File: src/rtl/muldiv_seq_if.sv
// muldiv_seq_if: request, MTHI/MTLO and result bundle for the sequential multiply/divide unit
interface muldiv_seq_if;
  logic        start, op, flush, wr_hi, wr_lo;
  logic [31:0] rs_val, rt_val, wr_data;
  logic        stall_req, busy, done, div_by_zero;
  logic [31:0] hi, lo;
  modport master (
    output start, op, rs_val, rt_val, flush, wr_hi, wr_lo, wr_data,
    input  stall_req, busy, done, div_by_zero, hi, lo
  );
  modport slave (
    input  start, op, rs_val, rt_val, flush, wr_hi, wr_lo, wr_data,
    output stall_req, busy, done, div_by_zero, hi, lo
  );
endinterface

File: src/rtl/muldiv_seq.sv
// muldiv_seq: 32-cycle MULTU/DIVU unit owning the architectural HI/LO registers
module muldiv_seq (
  input logic            clk,
  input logic            Rst,
  muldiv_seq_if.slave    bus
);
  typedef enum logic [1:0] {IDLE, MUL, DIV, DONE} state_e;
  state_e      state_q, state_d;
  logic [5:0]  cnt_q, cnt_d;
  logic [63:0] acc_q, acc_d;
  logic [31:0] b_q, b_d, hi_q, hi_d, lo_q, lo_d;
  logic        dbz_q, dbz_d;
  logic [32:0] add, rem, diff;
  logic        accept, last;
  always_comb begin
    accept  = state_q == IDLE && bus.start && !bus.flush;
    last    = cnt_q == 6'd31;
    add     = {1'b0, acc_q[63:32]} + (acc_q[0] ? {1'b0, b_q} : 33'd0);
    rem     = {acc_q[63:32], acc_q[31]};
    diff    = rem - {1'b0, b_q};
    state_d = state_q;
    cnt_d   = cnt_q;
    acc_d   = acc_q;
    b_d     = b_q;
    hi_d    = hi_q;
    lo_d    = lo_q;
    dbz_d   = dbz_q;
    case (state_q)
      IDLE: begin
        if (accept) begin
          state_d = bus.op ? DIV : MUL;
          cnt_d   = 6'd0;
          acc_d   = {32'd0, bus.op ? bus.rs_val : bus.rt_val};
          b_d     = bus.op ? bus.rt_val : bus.rs_val;
        end else if (!bus.start) begin
          hi_d = bus.wr_hi ? bus.wr_data : hi_q;
          lo_d = bus.wr_lo ? bus.wr_data : lo_q;
        end
      end
      MUL, DIV: begin
        // a borrow out of the 33-bit subtract means the divisor did not fit: restore
        acc_d   = state_q == MUL ? {add, acc_q[31:1]}
                                 : {diff[32] ? rem[31:0] : diff[31:0], acc_q[30:0], ~diff[32]};
        cnt_d   = cnt_q + 6'd1;
        state_d = bus.flush ? IDLE : last ? DONE : state_q;
        if (!bus.flush && last) begin
          hi_d  = acc_d[63:32];
          lo_d  = acc_d[31:0];
          dbz_d = state_q == DIV ? b_q == 32'd0 : dbz_q;
        end
      end
      DONE: state_d = IDLE;
    endcase
  end
  always_ff @(posedge clk) begin
    if (Rst) begin
      state_q <= IDLE;
      cnt_q   <= 6'd0;
      acc_q   <= 64'd0;
      b_q     <= 32'd0;
      hi_q    <= 32'd0;
      lo_q    <= 32'd0;
      dbz_q   <= 1'b0;
    end else begin
      state_q <= state_d;
      cnt_q   <= cnt_d;
      acc_q   <= acc_d;
      b_q     <= b_d;
      hi_q    <= hi_d;
      lo_q    <= lo_d;
      dbz_q   <= dbz_d;
    end
  end
  assign bus.busy        = state_q == MUL || state_q == DIV;
  assign bus.done        = state_q == DONE;
  assign bus.stall_req   = bus.busy || (state_q == IDLE && bus.start && (bus.wr_hi || bus.wr_lo));
  assign bus.div_by_zero = dbz_q;
  assign bus.hi          = hi_q;
  assign bus.lo          = lo_q;
endmodule

File: src/flat_wrapper.sv
// flat-port wrapper written by rule: the top's interface ports become plain ports
module muldiv_seq_flat 
  (clk, Rst, bus_start, bus_op, bus_rs_val, bus_rt_val, bus_flush, bus_wr_hi, bus_wr_lo, bus_wr_data, bus_stall_req, bus_busy, bus_done, bus_div_by_zero, bus_hi, bus_lo);
  muldiv_seq_if bus_i ();
  input logic clk;
  input logic Rst;
  input wire logic [$bits(bus_i.start)-1:0] bus_start;
  input wire logic [$bits(bus_i.op)-1:0] bus_op;
  input wire logic [$bits(bus_i.rs_val)-1:0] bus_rs_val;
  input wire logic [$bits(bus_i.rt_val)-1:0] bus_rt_val;
  input wire logic [$bits(bus_i.flush)-1:0] bus_flush;
  input wire logic [$bits(bus_i.wr_hi)-1:0] bus_wr_hi;
  input wire logic [$bits(bus_i.wr_lo)-1:0] bus_wr_lo;
  input wire logic [$bits(bus_i.wr_data)-1:0] bus_wr_data;
  output wire logic [$bits(bus_i.stall_req)-1:0] bus_stall_req;
  output wire logic [$bits(bus_i.busy)-1:0] bus_busy;
  output wire logic [$bits(bus_i.done)-1:0] bus_done;
  output wire logic [$bits(bus_i.div_by_zero)-1:0] bus_div_by_zero;
  output wire logic [$bits(bus_i.hi)-1:0] bus_hi;
  output wire logic [$bits(bus_i.lo)-1:0] bus_lo;
  assign bus_i.start = bus_start;
  assign bus_i.op = bus_op;
  assign bus_i.rs_val = bus_rs_val;
  assign bus_i.rt_val = bus_rt_val;
  assign bus_i.flush = bus_flush;
  assign bus_i.wr_hi = bus_wr_hi;
  assign bus_i.wr_lo = bus_wr_lo;
  assign bus_i.wr_data = bus_wr_data;
  assign bus_stall_req = bus_i.stall_req;
  assign bus_busy = bus_i.busy;
  assign bus_done = bus_i.done;
  assign bus_div_by_zero = bus_i.div_by_zero;
  assign bus_hi = bus_i.hi;
  assign bus_lo = bus_i.lo;
  muldiv_seq u_core (.clk(clk), .Rst(Rst), .bus(bus_i));
endmodule
File: config.mk
export PLATFORM = sky130hd
export DESIGN_NAME = muldiv_seq_flat
export DESIGN_NICKNAME = d
export VERILOG_FILES = /design/src/rtl/muldiv_seq_if.sv /design/src/rtl/muldiv_seq.sv /design/src/flat_wrapper.sv
export SDC_FILE = /design/constraint.sdc
export NUM_CORES = 1
export LEC_CHECK = 0
export ABC_AREA = 1
export CAP_MARGIN = 25
export CORE_ASPECT_RATIO = 1.25
export CORE_UTILIZATION = 47
export CTS_BUF_LIST = sky130_fd_sc_hd__clkbuf_8 sky130_fd_sc_hd__clkbuf_16
export DETAILED_ROUTE_END_ITERATION = 7
export GPL_TIMING_DRIVEN = 0
export PLACE_DENSITY = 0.67
export RECOVER_POWER = 25
export REMOVE_ABC_BUFFERS = 1
export SLEW_MARGIN = 0
export SYNTH_ARGS = -nofsm -noshare
export SYNTH_HDL_FRONTEND = slang
export SYNTH_SLANG_ARGS = --single-unit
File: constraint.sdc
create_clock -name clk -period 6.03 [get_ports clk]
set_input_delay 1.206 -clock clk [delete_from_list [all_inputs] [get_ports clk]]
set_output_delay 1.206 -clock clk [all_outputs]
set_load 0.02 [all_outputs]
==> summary.txt <==
Clocking
  • Post-cts hold buffer count: 0
  • Total clock sinks: 169
  • Htree depth: 4
  • Root Buffer: clkbuf_16
  • Resize count post-CTS: 0
  • Setup Fix Bufs, Post-CTS: 0
  • Worst-Skew Late Latency: 0.44 ns
  • CTS tree: built
  • CTS Buffer Depth: 2
  • CTS clk-pin slew, worst paths: 0.07 ns
  • Num CTS Buffers: 17

Run
  • Max_cap viols: 0

Critical path
  • Worst setup path end: u_core.cnt_q[5]
  • Setup CP Type: in -> reg
  • CP arrival: 5.04 ns
  • WP buf/inv: 4
  • CP Depth: 10
  • Worst R2R Start: u_core.state_q[0]
  • Crit-path leading delay family: buffers and inverters
  • Worst-path cell chain: dlygate4sd3_1 > nor2_4 > inv_1 > o21ai_4 > buf_12 > inv_2 > nor4_1 > nand2_1 > nand2_1 > nor3b_1
  • Reg-to-reg critical path endpoint: u_core.bus.hi[21]
  • Max FO, Critical Path: 40
  • Reg2Reg Depth: 11
  • Crit path launch: bus_flush
  • Worst Setup End Kind: flop
  • Critical Path Max Stage Delay: 0.72 ns
  • Reg2Reg Setup Slack: 1.86 ns
  • Startpoint types: primary input
  • Crit-path slowest cell: inv_1
  • Crit-path most repeated cell: nand2_1
  • CP required: 6.39 ns

Cells and area
  • Final nets: 2550
  • Share of cells above drive strength 1: 4.10%
  • Multi-input gate area: 8410 um2
  • Post-Layout Cell Count: 2739
  • Final Cell Area: 16100 um2
  • Final Util: 57.7%
  • FF/Latch Area: 3380 um2
  • Layout area overhead: 19.8%
  • Fill cells: 2873

Placed design
  • Dpl ws: 0.995 ns
  • Cells after DPL: 2705
  • Post-DP Area: 15400 um2
  • Port Buffers: 170
  • Routability congestion estimate: 1.05
  • Dpl hpwl: 37500 um

Routing
  • Antenna viol nets, final: 0
  • DRC viols: 0
  • Routed WL: 48600 um
  • Initial DRC count: 1134
  • DRT Pass-1 Iters: 6
  • Vias: 15000
  • Vias per std cell: 5.46
  • DR WL/cell: 17.8 um

Floorplan
  • Die W: 153 um
  • # rows: 68
  • Core area: 27800 um2
  • Initial core utilization: 48.2%
  • Die height: 191 um
  • I/O Pins: 171
  • Die area: 29200 um2

Power
  • Leakage: 7.92 nW
  • VDD IR max: 0.000361 V
  • Cell Pwr Density: 403 nW/um2
  • Overall Power: 6.48 mW

Worst hold path
  • Worst Hold Class: reg -> reg
  • Hold_sp: u_core.bus.lo[8]

Synthesis
  • Area contributors post-synth: dfxtp_1 25%, nand2_1 19%, inv_1 8.6%
  • Synthesis-stage register bit count: 169
  • Synth area leader: dfxtp_1
  • Register area share after synthesis: 25.2%
  • Top cell type's share of synthesized area: 25.2%
  • Syn. warnings: 0
  • Avg Cell Area, Syn: 5.89 um2
  • Distinct cells, synth: 43
  • Synthesized instance count: 2277
  • Post-Syn Area: 13400 um2

STA
  • RSZ-0062 raised after global routing: no
  • Fin crit period: 4.68 ns
  • Setup ws final: 1.35 ns
  • Setup_tns: 0 ns
  • Final Hold Fails: 0
  • Final setup viols: 0
  • Final cycle utilization of the critical path: 77.7%
  • Hold WS: 0.460 ns
  • Pins Over Slew Limit: 0
  • Worst-Margin Slew: 1.00 ns
  • Post-Route Skew: 0.0140 ns
  • Fmax: 0.214 GHz
  • Slew Limit Headroom: 32.6%

GRT
  • Overall routing resource usage: 33.6%
  • First-pass GRT wire length: 76500 um
  • Initial antenna violation count: 1
  • GRT overflow: 0
  • Vias in the first global route: 14100
  • Largest net degree at the start of global routing: 100

Outcome
  • Outcome: completed
==> where the power goes <==
group / leakage, nW / total (mW) / switching [mW] / internal [mW]
clock network: 0.315 / 1.22 / 0.483 / 0.738
logic: 6.22 / 3.67 / 2.48 / 1.18
registers: 1.38 / 1.59 / 0.209 / 1.38
total: 7.92 / 6.48 / 3.17 / 3.30
==> final cells by class <==
class	instances	share of cell area, %
tap	350	2.73
inverter	319	7.47
multi-input combinational	1685	52.3
antenna	1	0.0156
sequential	169	21.1
clock inverter	11	1.04
timing repair buffer	183	12.3
clock buffer	21	2.99
==> cell usage after synthesis (all sizes together) <==
library cell and n:
nor2 166, nand3 133, xnor2 7, ha 70, o21ai 199, nor3 19
a211oi 1, dfxtp 169, a21oi 215, a31oi 52, nand4 11, o211ai 37
inv 319, and3 1, o21a 5, fa 2, or2 9, and2 4
o21bai 3, a21o 4, nand3b 12, buf 28, xor2 13, nor3b 1
nor4 9, nand2 712, clkbuf 76
==> logic make-up (layout without fill, tap and decap cells) <==
| logic type | after synthesis | after routing | share of synthesized area [%] |
|---|---|---|---|
| buf+inv | 423 | 534 | 12.4 |
| compound gates | 516 | 516 | 20.9 |
| flops | 169 | 169 | 25.2 |
| fa+ha+maj | 72 | 72 | 6.83 |
| xor+xnor | 20 | 20 | 1.31 |
| other cells | 0 | 1 | 0 |
| simple gates | 1077 | 1077 | 33.3 |
==> routing by layer <==
metal  GRT usage, %  vias to the layer above  wire (um)  share of wire (%)
li1               -                     7565          -                  -
met1           44.4                     6861      22100                 45
met2           55.5                      472      22300                 46
met3           3.84                       68       2800                5.7
met4           13.4                        0       1480                3.1
met5              0                        -          0                  0
==> layout by cell type (no fill, tap or decap), drive strengths merged <==
master,netlist,layout
nand2,712,712
inv,319,323
a21oi,215,215
o21ai,199,199
dfxtp,169,169
nor2,166,166
nand3,133,133
clkdlybuf4s50,0,110
ha,70,70
dlygate4sd3,0,59
a31oi,52,52
o211ai,37,37
clkbuf,76,21
nor3,19,19
buf,28,14
xor2,13,13
nand3b,12,12
nand4,11,11
or2,9,9
nor4,9,9
xnor2,7,7
o21a,5,5
a21o,4,4
and2,4,4
bufinv,0,4
o21bai,3,3
clkinvlp,0,3
fa,2,2
diode,0,1
and3,1,1
a211oi,1,1
nor3b,1,1
==> worst min path at each step <==
stage	cells after the start	to	slack, ns
detailed placement	2	u_core.bus.lo[8]	0.46
global route	2	u_core.bus.lo[8]	0.47
global placement	2	u_core.bus.lo[27]	0.45
CTS	2	u_core.bus.lo[8]	0.46
floorplan	2	u_core.cnt_q[1]	0.45
finish	2	u_core.bus.lo[8]	0.46
==> state kept, by name (all words and copies together) (netlist names) <==
name / flops
u_core.cnt_q: 6
u_core.bus.hi: 32
u_core.bus.lo: 32
u_core.state_q: 2
u_core.b_q: 32
u_core.acc_q: 64
u_core.bus.div_by_zero: 1
==> worst register-to-register path, delay by kind of cell, from the launching register on <==
| family | cells | cell delay (ns) |
|---|---|---|
| AOI/OAI and AO/OA | 3 | 0.53 |
| and+or+nand+nor | 1 | 0.74 |
| buffers and inverters | 6 | 2.13 |
| adders and majority gates | 1 | 0.30 |
| DFF | 1 | 0.37 |
(Power assumes the default switching activity.)
==> RTL change, RTL diff (same settings) <==
Make the reset (`Rst`) asynchronous in one clocked block.
--- a/src/rtl/muldiv_seq.sv
+++ b/src/rtl/muldiv_seq.sv
@@ -54,3 +54,3 @@
   end
-  always_ff @(posedge clk) begin
+  always_ff @(posedge clk or posedge Rst) begin
     if (Rst) begin
Check against the original RTL: differs if Rst is asserted again (counterexample within 4 cycles, from zero or initial values and one cycle with Rst high); with Rst held inactive, the same outputs for 4 cycles.
==> RTL change against the original RTL <==
- the flow now finishes with violations (capacitance limit, slew limit)
- final area rose by 4.8%
- synthesized cell count fell by 2.5%
- worst setup slack improved by 9.9 ps
- sequential cell count did not move
- critical endpoint is now u_core.cnt_q[5]
- synthesized area rose by 5.0%
- via count fell by 2.4%
- wire length fell by 5.9%
- non-clock buffer count rose by 5
- register-to-register slack got worse by 60 ps
Power is not compared: it rests on default switching activity, and its combinational part moved more than twofold at a synthesized area within 25%.
==> RTL change: results (changes against the original RTL) <==
| Metric | Value |
|---|---|
| Largest net degree at the start of global routing | 121 (+21%) |
| Total GRT Usage | 30.6% (-3.0 points) |
| Drt pass-1 iters | 5 (-1) |
| Register area share after synthesis | 30.1% (+4.8 points) |
| DRT iter0 DRCs | 1,273 (+12%) |
| Least-Margin Pin Slew | 2280 ps (+1280 ps) |
| Failing checks | capacitance limit, slew limit |
| Setup Skew | 21.7 ps (+7.65 ps) |
| First-pass GRT wire length | 72,900 um (-4.7%) |
| Crit-path max FO | 63 (+57%) |
| Ant. Diodes | 0 (-1) |
| RePlAce Congestion | 1.02 (-3.6%) |
| DR WL/cell | 16.7 um (-6.2%) |
| Synth cell count leaders | 713 x nand2_1, 361 x inv_1, 169 x dfrtp_1 |
| Post-synth cell types | 47 (+9.3%) |
| CP arrival | 5000 ps (-40 ps) |
| Post-synthesis async set-or-reset flop share | 100% (+100 points) |
| Share of cells above drive strength 1 | 4.97% (+0.87 points) |
| Max Cap Viol | 3 (+3) |
| Outcome | finished, violations left |
| Final nets | 2,514 (-1.4%) |
| Routed wl met2 | 21,100 um (-5.2%) |
| Initial antenna violation count | 0 (-1) |
| Final max-slew violation count | 194 (+194) |
| Dpl ws | 1810 ps (+819 ps) |
| Metal3 WL | 2340 um (-16%) |
==> RTL change: cell type report <==
| class | count | area share, % |
|---|---|---|
| Clock buffer | 18 | 2.61 |
| Clock inverter | 14 | 1.23 |
| Inverter | 369 | 8.26 |
| Multi-Input combinational cell | 1594 | 47.9 |
| Sequential cell | 169 | 25.1 |
| Tap cell | 396 | 2.94 |
| Timing Repair Buffer | 188 | 11.9 |
==> RTL change: per-layer routing <==
metal,track usage [%],vias to the layer above
li1,-,7275
met1,43.4,6859
met2,49.1,432
met3,3.11,37
met4,8.42,0
met5,0,-
==> RTL change: worst paths after layout <==
| path | endpoint | slack, ps | depth (start not counted) | startpoint |
|---|---|---|---|---|
| max | u_core.cnt_q[5] | 1360 | 10 | bus_flush |
| min | u_core.bus.lo[5] | 490 | 2 | u_core.bus.lo[5] |
| max reg2reg | u_core.cnt_q[5] | 1800 | 12 | u_core.state_q[0] |
| min reg2reg | u_core.bus.lo[5] | 490 | 2 | u_core.bus.lo[5] |
| max in group asynchronous | u_core.bus.lo[1] | 1560 | 3 | Rst |
| min in group asynchronous | u_core.bus.hi[23] | 1820 | 2 | Rst |
==> RTL change: cells by family (layout without fill, tap and decap cells) <==
group | after synthesis | count (layout) | synth area share, %
flops | 169 | 169 | 30.1
simple gates | 1103 | 1103 | 32.5
fa+ha+maj | 72 | 72 | 6.51
xor+xnor | 23 | 23 | 1.43
compound gates | 396 | 396 | 16.8
buf+inv | 457 | 589 | 12.7
==> RTL change: through the flow <==
step                      instances  cell area, sq um
after floorplan                2132             13700
after global placement         2698             15900
after detailed placement       2716             16200
after CTS                      2748             16900
after global routing           2748             16800
final                          2748             16800
==> RTL change: power by group through the flow <==
stage | registers, mW | clock network [mW] | logic, mW
after floorplan | 2.25 | 0 | 4.62
after global placement | 2.10 | 0 | 7.04
after detailed placement | 2.08 | 0 | 7.33
after CTS | 2.07 | 1.26 | 7.38
after global routing | 2.14 | 1.31 | 8.24
final | 2.08 | 1.25 | 7.40
==> RTL change: critical path, stage by stage <==
cell and delay (ps):
dlygate4sd3_1 560, nor2_1 1160, inv_1 400, o21ai_4 380, inv_4 270, buf_16 270, nor4_1 290, nand2_1 130
o21ai_0 200, a21oi_1 60
